===== config.mk =====
export PLATFORM = sky130hd
export DESIGN_NAME = prefetch_fetch_unit
export DESIGN_NICKNAME = d
export VERILOG_FILES = /design/src/rtl/prefetch_fetch_unit.sv
export SDC_FILE = /design/constraint.sdc
export NUM_CORES = 1
export LEC_CHECK = 0
export CAP_MARGIN = 25
export CORE_MARGIN = 2
export CORE_UTILIZATION = 38
export CTS_BUF_LIST = sky130_fd_sc_hd__clkbuf_8
export DETAILED_ROUTE_END_ITERATION = 10
export PLACE_DENSITY = 0.56
export SLEW_MARGIN = 20
export SYNTH_ARGS = -nofsm -noshare
export SYNTH_HDL_FRONTEND = slang
export SYNTH_SLANG_ARGS = --single-unit

===== constraint.sdc =====
create_clock -name clock -period 16.4 [get_ports clock]
set_input_delay 1.64 -clock clock [delete_from_list [all_inputs] [get_ports clock]]
set_output_delay 1.64 -clock clock [all_outputs]
set_load 0.005 [all_outputs]

===== src/rtl/prefetch_fetch_unit.sv =====
// Instruction-fetch stage: credit-limited imem requests, in-order tag queue, prefetch FIFO, redirect flush.
// Optional macro FETCH_BYPASS_EN: an empty FIFO forwards a live response to decode in the same cycle.
module prefetch_fetch_unit #(
    parameter int                    ADDR_WIDTH = 32,
    parameter int                    DATA_WIDTH = 32,
    parameter int                    DEPTH      = 4,
    parameter logic [ADDR_WIDTH-1:0] RESET_PC   = '0
) (
    input  logic                  clock,
    input  logic                  reset,
    output logic                  imem_req,
    output logic [ADDR_WIDTH-1:0] imem_addr,
    input  logic                  imem_ack,
    input  logic                  imem_rvalid,
    input  logic [DATA_WIDTH-1:0] imem_rdata,
    output logic                  inst_valid,
    input  logic                  inst_ready,
    output logic [DATA_WIDTH-1:0] inst_data,
    output logic [ADDR_WIDTH-1:0] inst_pc,
    input  logic                  redirect_valid,
    input  logic [ADDR_WIDTH-1:0] redirect_pc
);
    localparam int               PTR_W   = $clog2(DEPTH);
    localparam int               CNT_W   = PTR_W + 1;
    localparam logic [CNT_W-1:0] DEPTH_C = CNT_W'(DEPTH);

    // Handshakes: a transfer happens in a cycle where valid and ready (imem_req/imem_ack,
    // inst_valid/inst_ready) are both high at the rising clock edge; valid never waits on ready.

    logic [ADDR_WIDTH-1:0] fetch_pc;
    logic [CNT_W-1:0]      outstanding;
    logic [CNT_W-1:0]      outstanding_next;
    logic [CNT_W-1:0]      discard;
    logic [CNT_W-1:0]      count;
    logic [CNT_W:0]        credit_used;

    logic [DATA_WIDTH-1:0] fifo_data [DEPTH];
    logic [ADDR_WIDTH-1:0] fifo_pc   [DEPTH];
    logic [PTR_W-1:0]      rd_ptr;
    logic [PTR_W-1:0]      wr_ptr;

    logic [ADDR_WIDTH-1:0] tag_q [DEPTH];
    logic [PTR_W-1:0]      tag_rd;
    logic [PTR_W-1:0]      tag_wr;
    logic [ADDR_WIDTH-1:0] tag_head;

    logic accept;
    logic live_rsp;
    logic fifo_empty;
    logic push;
    logic pop;
    logic unused_redirect_lsb;

    assign unused_redirect_lsb = ^redirect_pc[1:0];

    assign credit_used = {1'b0, count} + {1'b0, outstanding};
    assign imem_req    = !reset && !redirect_valid && (credit_used < {1'b0, DEPTH_C});
    assign imem_addr   = fetch_pc;

    assign accept           = imem_req && imem_ack;
    assign outstanding_next = outstanding + CNT_W'(accept) - CNT_W'(imem_rvalid);
    // Only responses to requests issued since the last redirect are live.
    assign live_rsp         = imem_rvalid && (discard == '0) && !redirect_valid;
    assign fifo_empty       = (count == '0);
    assign tag_head         = tag_q[tag_rd];
    assign pop              = !fifo_empty && inst_ready && !redirect_valid;

`ifdef FETCH_BYPASS_EN
    logic bypass;
    assign bypass     = fifo_empty && live_rsp && !reset;
    assign inst_valid = !fifo_empty || bypass;
    assign inst_data  = bypass ? imem_rdata : fifo_data[rd_ptr];
    assign inst_pc    = bypass ? tag_head   : fifo_pc[rd_ptr];
    assign push       = live_rsp && !(bypass && inst_ready);
`else
    assign inst_valid = !fifo_empty;
    assign inst_data  = fifo_data[rd_ptr];
    assign inst_pc    = fifo_pc[rd_ptr];
    assign push       = live_rsp;
`endif

    always_ff @(posedge clock or posedge reset) begin
        if (reset) begin
            fetch_pc    <= RESET_PC;
            outstanding <= '0;
            discard     <= '0;
            tag_rd      <= '0;
            tag_wr      <= '0;
            for (int i = 0; i < DEPTH; i++) begin
                tag_q[i] <= '0;
            end
        end else begin
            outstanding <= outstanding_next;
            if (redirect_valid) begin
                // Everything still in flight after this cycle belongs to the old path.
                fetch_pc <= {redirect_pc[ADDR_WIDTH-1:2], 2'b00};
                discard  <= outstanding_next;
                tag_rd   <= '0;
                tag_wr   <= '0;
            end else begin
                if (accept) begin
                    fetch_pc      <= fetch_pc + ADDR_WIDTH'(4);
                    tag_q[tag_wr] <= fetch_pc;
                    tag_wr        <= tag_wr + PTR_W'(1);
                end
                if (imem_rvalid && (discard != '0)) begin
                    discard <= discard - CNT_W'(1);
                end
                if (live_rsp) begin
                    tag_rd <= tag_rd + PTR_W'(1);
                end
            end
        end
    end

    always_ff @(posedge clock or posedge reset) begin
        if (reset) begin
            rd_ptr <= '0;
            wr_ptr <= '0;
            count  <= '0;
            for (int i = 0; i < DEPTH; i++) begin
                fifo_data[i] <= '0;
                fifo_pc[i]   <= '0;
            end
        end else if (redirect_valid) begin
            rd_ptr <= '0;
            wr_ptr <= '0;
            count  <= '0;
        end else begin
            if (push) begin
                fifo_data[wr_ptr] <= imem_rdata;
                fifo_pc[wr_ptr]   <= tag_head;
                wr_ptr            <= wr_ptr + PTR_W'(1);
            end
            if (pop) begin
                rd_ptr <= rd_ptr + PTR_W'(1);
            end
            count <= count + CNT_W'(push) - CNT_W'(pop);
        end
    end

    // The credit check keeps count + outstanding <= DEPTH, so a full FIFO never sees a push.
    assert property (@(posedge clock) disable iff (reset) !(push && (count == DEPTH_C)));

endmodule

== Yosys cells after proc, flatten, opt, wreduce, memory -nomap -nowiden ==
Index checks and enable logic that the tools add are counted.
Widths: inputs -> output; s select.

* Register bits: 433
* Bits in latches: 0
* Memory bits (writable): 0
* ROM bits: 0
* Input bits: 70
* Output and inout port bits: 98
* Logic and storage cells: 94
* Memories kept: 0

* Add/sub/neg operators: 11
* Multipliers: 0
* Div/mod/pow operators: 0
* Order comparisons: 7
* Equality and inequality tests: 0
* Shift-type cells: 0
* Multiplexer cells: 29
* Bitwise operators: 5
* Reduce and logical (&&, ||, !) cells: 22

{| class="wikitable"
|+ Operators with widths
! kind !! count
|-
| $bwmux 128 || 3
|-
| $mux 32 || 10
|-
| $bmux 32 s2 || 3
|-
| $demux 32 s2 || 2
|-
| $add 32x3->32 const B || 1
|-
| $mux 2 || 8
|-
| $ge 3x3->1 const B || 4
|-
| $not 2->3 || 4
|-
| $logic_and 1x1->1 || 10
|-
| $mux 3 || 3
|-
| $add 2x1->2 const B || 4
|-
| $reduce_bool 2->1 || 4
|-
| $add 3x1->3 || 2
|-
| $logic_not 3->1 || 2
|-
| $lt 3x1->1 const B || 2
|-
| $sub 3x1->3 || 2
|-
| $add 3x3->4 || 1
|-
| $lt 4x3->1 const B || 1
|-
| $reduce_and 2->1 || 2
|-
| $logic_not 1->1 || 3
|-
| $reduce_bool 3->1 || 1
|-
| $sub 3x1->3 const B || 1
|-
| $not 1->1 || 1
|}

== Depth between registers and ports, before layout ==
Gate-level depths: netlist of the first run.

* Depth after elaboration: 7
* Mapped depth: 15
* Mapped depth without buffers: 13

== Least setup slack after synthesis of the first run ==
No wires, ideal clock.

* Kind: input to register
* Start point: input port redirect_valid
* End point: register discard[2]
* Library setup time: 135 ps
* Data arrival time: 3685 ps
* Required time: 16265 ps
* Slack: 12581 ps
* Cell stages on the path: 15
* Buffers on the path: 3
* Cells stage by stage: buf_2 > nor3_2 > and4_1 > buf_4 > inv_2 > buf_2 > ha_1 > inv_1 > ha_1 > inv_1 > fa_1 > xnor2_1 > xnor2_1 > nand2_1 > o21ai_0

* Cells in the longest elaborated chain, start to end: 7
* Elaborated cells between the ends (all ways): 8
* Classes of those cells: 2 x add/sub; 1 x mux; 5 x reduce/logical

{| class="wikitable"
|+ RTL lines
! what !! line !! source
|-
| start: declaration || 20 || <nowiki>input logic redirect_valid,</nowiki>
|-
| $logic_not 1->1 || 57 || <nowiki>assign imem_req = !reset && !redirect_valid && (credit_used < {1'b0, DEPTH_C});</nowiki>
|-
| $logic_and 1x1->1 (2 in a row) || 57 ||
|-
| $logic_and 1x1->1 || 60 || <nowiki>assign accept = imem_req && imem_ack;</nowiki>
|-
| $add 3x1->3 || 61 || <nowiki>assign outstanding_next = outstanding + CNT_W'(accept) - CNT_W'(imem_rvalid);</nowiki>
|-
| $sub 3x1->3 || 61 ||
|-
| via outstanding_next[2] || 32 || <nowiki>logic [CNT_W-1:0] outstanding_next;</nowiki>
|-
| $mux 3 || 94 || <nowiki>if (redirect_valid) begin</nowiki>
|-
| end signal: assignment || 97 || <nowiki>discard <= outstanding_next;</nowiki>
|-
| end signal: assignment || 107 || <nowiki>discard <= discard - CNT_W'(1);</nowiki>
|-
| end: declaration || 33 || <nowiki>logic [CNT_W-1:0] discard;</nowiki>
|}

The timed path passes the listed nets, and every way through them passes these cells.
A chain may end at the register's enable or synchronous reset.

== Worst setup path in the final report of the first run ==
* Start point: register rd_ptr[0]
* End point: output port inst_data[10]

* Cells in the longest elaborated chain, start to end: 4

{| class="wikitable"
|+ RTL lines
! what !! line !! source
|-
| start: declaration || 39 || <nowiki>logic [PTR_W-1:0] rd_ptr;</nowiki>
|-
| start signal: assignment || 136 || <nowiki>rd_ptr <= rd_ptr + PTR_W'(1);</nowiki>
|-
| $not 2->3 (not written as such) || 77 || <nowiki>assign inst_data = fifo_data[rd_ptr];</nowiki>
|-
| $bmux 32 s2 || 77 ||
|-
| $mux 32 (not written as such) (2 in a row) || 77 ||
|-
| end: declaration || 18 || <nowiki>output logic [DATA_WIDTH-1:0] inst_data,</nowiki>
|}

Every way passes these cells. The select of a mux whose other input is x is not followed.

==> results.cfg, run 1 <==
[floorplanning]
dieArea_sq_um = 51100
initial_core_util_pct = 38.4
core_sq_um = 48800
rows = 81
die_w_um = 226
io_pins = 168
fp.dieH_um = 226

[pwr]
p_sw_uw = 958
p_int_uw = 2410
clock_power_share_pct = 27.7
swShare_pct = 28.4
combPwrFrac_pct = 29.7
pwr-share-seq_pct = 42.6
ir_worst_vdd_mv = 0.0500
p_leak_uw = 0.0105
powerDensity_nw_per_um2 = 150

[setup_path]
cp-end-kind = primary output
worst-path-max-fanout = 39
cp.arrival_ns = 3.26
reg2reg_depth = 14
worst-setup-path-type = reg -> out
crit_required_ns = 14.76
crit_path_start_kind = flip-flop

[place]
hpwlAfterDp_um = 26900
io_buffers = 161
gp_congestion = 0.759
pre_cts_ws_ns = 11.10
placed_area_sq_um = 20900

[drt]
drt-initial-drc-count = 461
drtAntennaViolNets = 0
via_per_inst = 5.20
highest_layer = met4
wirelength_um = 43000
route.met2.wl_um = 20100
vias = 11000
drc = 0
dr.pass1.iters = 4
wl_met1_um = 20100
post_drt_wl_per_cell_um = 20.3
dr_wl_met3_um = 1920

[yosys]
yosys_warnings = 0
syn-instance-count = 1227
yosysTopAreaCell = dfrtp_1
synth_async_sr_flop_share_pct = 100
synth-seq-cells = 415
synth_edf_count = 0
ys_types = 49
synthDominantCellAreaShare_pct = 55.4
avgSynthCellArea_sq_um = 15.3
synth_ff_type = dfrtp_1
syn_area_sq_um = 18800
ys_seq_area_share_pct = 55.4
synth_area_leaders = dfrtp_1 (55%), mux2_2 (20%), mux4_2 (11%)

[sta]
timing.final.crit_share_pct = 29.9
post-route-min-period_ns = 4.90
whs_ns = 0.479
final-setup-viol-count = 0
fmax_mhz = 204
hold_viol = 0
fin_worst_skew_ns = 0.0311
setup_ws_ns = 11.50
tightest_slew_ns = 0.977
drv_slew = 0
tns_ns = 0
rsz0062_at_grt = false
slew_headroom_pct = 34.8

[clock_network]
cts-root-buf = clkbuf_8
cts_tree = yes
numCtsBuffers = 75
clkSinkCount = 415
clk_latency_ns = 0.63
clk_pin_slew_ns = 0.05
cts_hold_buf = 0
h-tree-depth = 3
cts_setup_buffers = 0
cts_max_path_buffers = 3
cts_resized = 0

[global_route]
grt_max_degree = 133
grt_pass1_vias = 11900
gr-total-overflow = 0
gr-usage-all-layers_pct = 17.5
antenna_found_initial = 0
grt_pass1_wl_um = 69200

[layout]
nets = 1491
num-fill-cells = 4381
drive_gt1_share_pct = 40.5
area_growth_pct = 19.6
stdcell_area_sq_um = 22400

[min_path]
whs_path_depth = 2
hp-class = reg -> reg

[flow_run]
drv_cap = 0

[status]
outcome = finished clean
final timing paths:
path,from,slack (ns),end
max,rd_ptr[0],11.50,inst_data[10]
max in group asynchronous,reset,11.95,fifo_data[123]
min,tag_q[23],0.48,tag_q[23]
min reg2reg,tag_q[23],0.48,tag_q[23]
max reg2reg,count[1],13.16,discard[2]
min in group asynchronous,reset,1.45,count[0]
cell usage in the layout (no fill, tap or decap), types with 3 or more instances in the layout:
cell             instances
clkdlybuf4s50_1        160
mux4_2                  92
nand4_1                  9
nor2_1                  22
o311ai_1                 4
nand2_4                  4
mux2_2                 331
and3_1                   7
inv_1                   49
nand3_1                 21
mux2_4                  28
xnor2_1                  8
a22oi_1                  3
mux2_1                   4
conb_1                   4
nor3_1                   3
or3_1                    4
a21oi_1                  7
nor3_2                   3
ha_1                    17
o21ai_0                 25
clkinvlp_4               3
clkbuf_8                90
buf_4                   19
xor2_1                   9
mux2i_1                  3
and4_1                   4
a31oi_1                  3
o211ai_1                18
nand2_1                 56
dfrtp_1                411
cell families after synthesis:
kind of cell,synth area share [%]
buf+inv,2.84
other cells,0.0200
mux,33.6
xor+xnor,0.794
flops,55.4
fa+ha+maj,1.35
compound gates,2.19
simple gates,3.86
worst max-delay path, cell delays in order (launching register included):
cell and delay (ns):
dfrtp_4 0.74, buf_4 0.74, mux4_2 0.60, clkdlybuf4s50_1 0.50
power by group through the flow:
stage               Combinational, uW  Sequential (uW)  Clock, uW
floorplan                         661             1380          0
global placement                 1000             1440          0
detailed placement               1020             1450          0
CTS                              1020             1440        974
global route                     1090             1470       1020
finish                            999             1440        933
per-stage QoR:
| step | util, % | power [uW] | std cells |
|---|---|---|---|
| 2_1_floorplan | - | 2040 | 1230 |
| 5_1_grt | 45.9 | 3590 | 2119 |
| 3_3_place_gp | 42.8 | 2440 | 1987 |
| 4_1_cts | 45.8 | 3440 | 2117 |
| 6_report | 45.9 | 3370 | 2120 |
| 3_5_place_dp | 42.8 | 2480 | 1987 |
cells in the mapped netlist, types with 7 or more instances:
| cell type | count |
|---|---|
| dfrtp_1 | 415 |
| mux2_2 | 331 |
| mux4_2 | 92 |
| buf_2 | 61 |
| nand2_1 | 60 |
| mux2_4 | 28 |
| o21ai_0 | 25 |
| nor2_1 | 22 |
| nand3_1 | 21 |
| inv_1 | 18 |
| o211ai_1 | 18 |
| ha_1 | 17 |
| clkbuf_1 | 11 |
| nand4_1 | 9 |
| xor2_1 | 9 |
| xnor2_1 | 8 |
| a21oi_1 | 7 |
| and3_1 | 7 |
| buf_4 | 7 |
layer usage:
layer | vias up | track usage, %
met2 | 255 | 27.2
met5 | - | 0
met1 | 5787 | 24.6
li1 | 4902 | -
met4 | 0 | 6.11
met3 | 70 | 3.33
cell type report:
cell class                 instances  area (sq um)  share of cell area, %
clock buffer                      90          1240                   5.52
tap                              664           831                   3.70
sequential                       415         10400                   46.3
multi-input combinational        709          7880                   35.1
antenna                            1          2.50                 0.0112
clock inverter                    40           203                  0.904
inverter                          19          78.8                  0.351
timing repair buffer             182          1800                   8.04
state kept, by name, indices dropped and copies added, names as in the netlist:
register and flops:
discard 3, tag_rd 2, fifo_data 128, tag_q 120
imem_addr 30, tag_wr 2, count 3, wr_ptr 2
outstanding 3, fifo_pc 120, rd_ptr 2
Note: power is estimated with default switching activity, not from simulation.
==> inputs of run 2 (changes only) <==
==> constraint.sdc (replaced) <==
create_clock -name clock -period 5 [get_ports clock]
set_input_delay 0.5 -clock clock [delete_from_list [all_inputs] [get_ports clock]]
set_output_delay 0.5 -clock clock [all_outputs]
set_load 0.005 [all_outputs]
==> run 2 against run 1 <==
Routed wire length shrank 0.70%; combinational power rose to 3.3 times the previous value; clock-buffer cell count stayed put; via count down 1.9%; first-iteration DRC count increased by 3.5%; critical path depth unchanged; non-clock buffer count fell by 3; critical path type unchanged.
==> results.cfg, run 2 (same netlist as run 1, synthesis figures left out) <==
[drt]
wirelength_um = 42700
drtAntennaViolNets = 0
vias = 10800
post_drt_wl_per_cell_um = 20.2
dr.pass1.iters = 4
drc = 0
drt-initial-drc-count = 477
via_per_inst = 5.13

[layout]
final_common_cell = dfrtp_1
drive_gt1_share_pct = 40.6
final_cell_mix = dfrtp_1 (412), mux2_2 (331), clkdlybuf4s50_1 (160), mux4_2 (92), clkbuf_8 (90)
max_flop_register = fifo_data
largest_reg_flops = 128
nets = 1488
area_growth_pct = 19.4
n_antenna_cell = 0
top_regs = fifo_data (128), fifo_pc (120), tag_q (120)

[setup_path]
worst-setup-path-type = reg -> out
cp-end-kind = primary output
cp.arrival_ns = 2.89
crit_path_start_kind = flip-flop
crit_required_ns = 4.50
worst-path-max-fanout = 34

[pwr]
p_leak_uw = 0.0104
powerDensity_nw_per_um2 = 492
combPwrFrac_pct = 29.6
p_int_uw = 7900
swShare_pct = 28.2
clock_power_share_pct = 27.5
power_uw = 11000
ir_worst_vdd_mv = 0.212
pwr-share-seq_pct = 42.9
p_sw_uw = 3110

[floorplanning]
die_w_um = 226
io_pins = 168
dieArea_sq_um = 51100
rows = 81
initial_core_util_pct = 38.4
core_sq_um = 48800
fp.dieH_um = 226

[sta]
fin_worst_skew_ns = 0.0268
tightest_slew_ns = 0.939
drv_slew = 0
timing.final.crit_share_pct = 67.7
rsz0062_at_grt = false
post-route-min-period_ns = 3.39
fmax_mhz = 295
hold_viol = 0
whs_ns = 0.211
final-setup-viol-count = 0
slew_headroom_pct = 37.4

[global_route]
gr-usage-all-layers_pct = 17.4
gr-total-overflow = 0
grt_use_met2_pct = 27.8
grt_max_degree = 141
grt_pass1_vias = 11800
busiest_layer = met2
grtUsageMet3_pct = 3.53
grt_pass1_wl_um = 68400
antenna_found_initial = 0
grt_util_met1_pct = 23.8

[clock_network]
clk_latency_ns = 0.63
clk_pin_slew_ns = 0.05
cts_setup_buffers = 0
numCtsBuffers = 75
cts_tree = yes
cts-root-buf = clkbuf_8
cts_hold_buf = 0
clkSinkCount = 415
cts_resized = 0
h-tree-depth = 3
cts_max_path_buffers = 3

[place]
gp_congestion = 0.778
io_buffers = 161
hpwlAfterDp_um = 26000

[status]
outcome = finished clean

[flow_run]
drv_cap = 0

[min_path]
hp-class = in -> async
## run 2: changes by cell type in the layout (fill, tap and decap cells not counted), sizes merged
cell      change
buf           -3
clkinv        +1
clkinvlp      +1
diode         -1
inv          -11
## run 2: per-stage QoR
step	utilization, %	worst slack [ns]	TNS [ns]	std cells	area, sq um
after global placement	43.0	1.67	0	1986	21000
after detailed placement	43.0	1.65	0	1986	21000
after global routing	45.8	1.43	0	2107	22400
final	45.8	1.61	0	2107	22400
after floorplan	-	-1.10	-454.66	1230	18800
after CTS	45.8	1.45	0	2107	22400
## run 2: worst paths after layout
| check | startpoint | end | slack (ns) | cells after the start |
|---|---|---|---|---|
| worst max register to register | discard[0] | fifo_pc[44] | 2.10 | 7 |
| max in group asynchronous | reset | rd_ptr[0] | 3.75 | 3 |
| worst max-delay path | rd_ptr[0] | inst_data[30] | 1.61 | 3 |
| worst min-delay path | reset | imem_addr[30] | 0.21 | 2 |
| worst min register to register | tag_q[55] | tag_q[55] | 0.48 | 2 |
| min in group clock | redirect_pc[6] | imem_addr[6] | 0.44 | 3 |
## run 2: cell type report
cell class	instances	area [sq um]
Timing Repair Buffer	179	1800
Fill cell	4390	26500
Inverter	19	75.1
Tap cell	664	831
Clock buffer	90	1240
Sequential cell	415	10400
Clock inverter	31	170
Multi-Input combinational cell	709	7880
## run 2: critical path, cell delays in order (launching register included)
cell,delay [ns]
dfrtp_4,0.80
buf_12,0.36
mux4_2,0.54
clkdlybuf4s50_1,0.50
## run 2: power by group through the flow
stage / combinational [uW] / clock (uW) / sequential [uW]
final: 3260 / 3030 / 4720
after global routing: 3560 / 3330 / 4850
after CTS: 3340 / 3170 / 4740
after detailed placement: 3330 / 0 / 4790
after global placement: 3280 / 0 / 4760
after floorplan: 2170 / 0 / 4510
## run 2: layer usage
layer	share of wire (%)	vias up
met5	0	-
met4	1.8	0
met3	4.3	61
met2	47	230
met1	47	5650
li1	-	4860
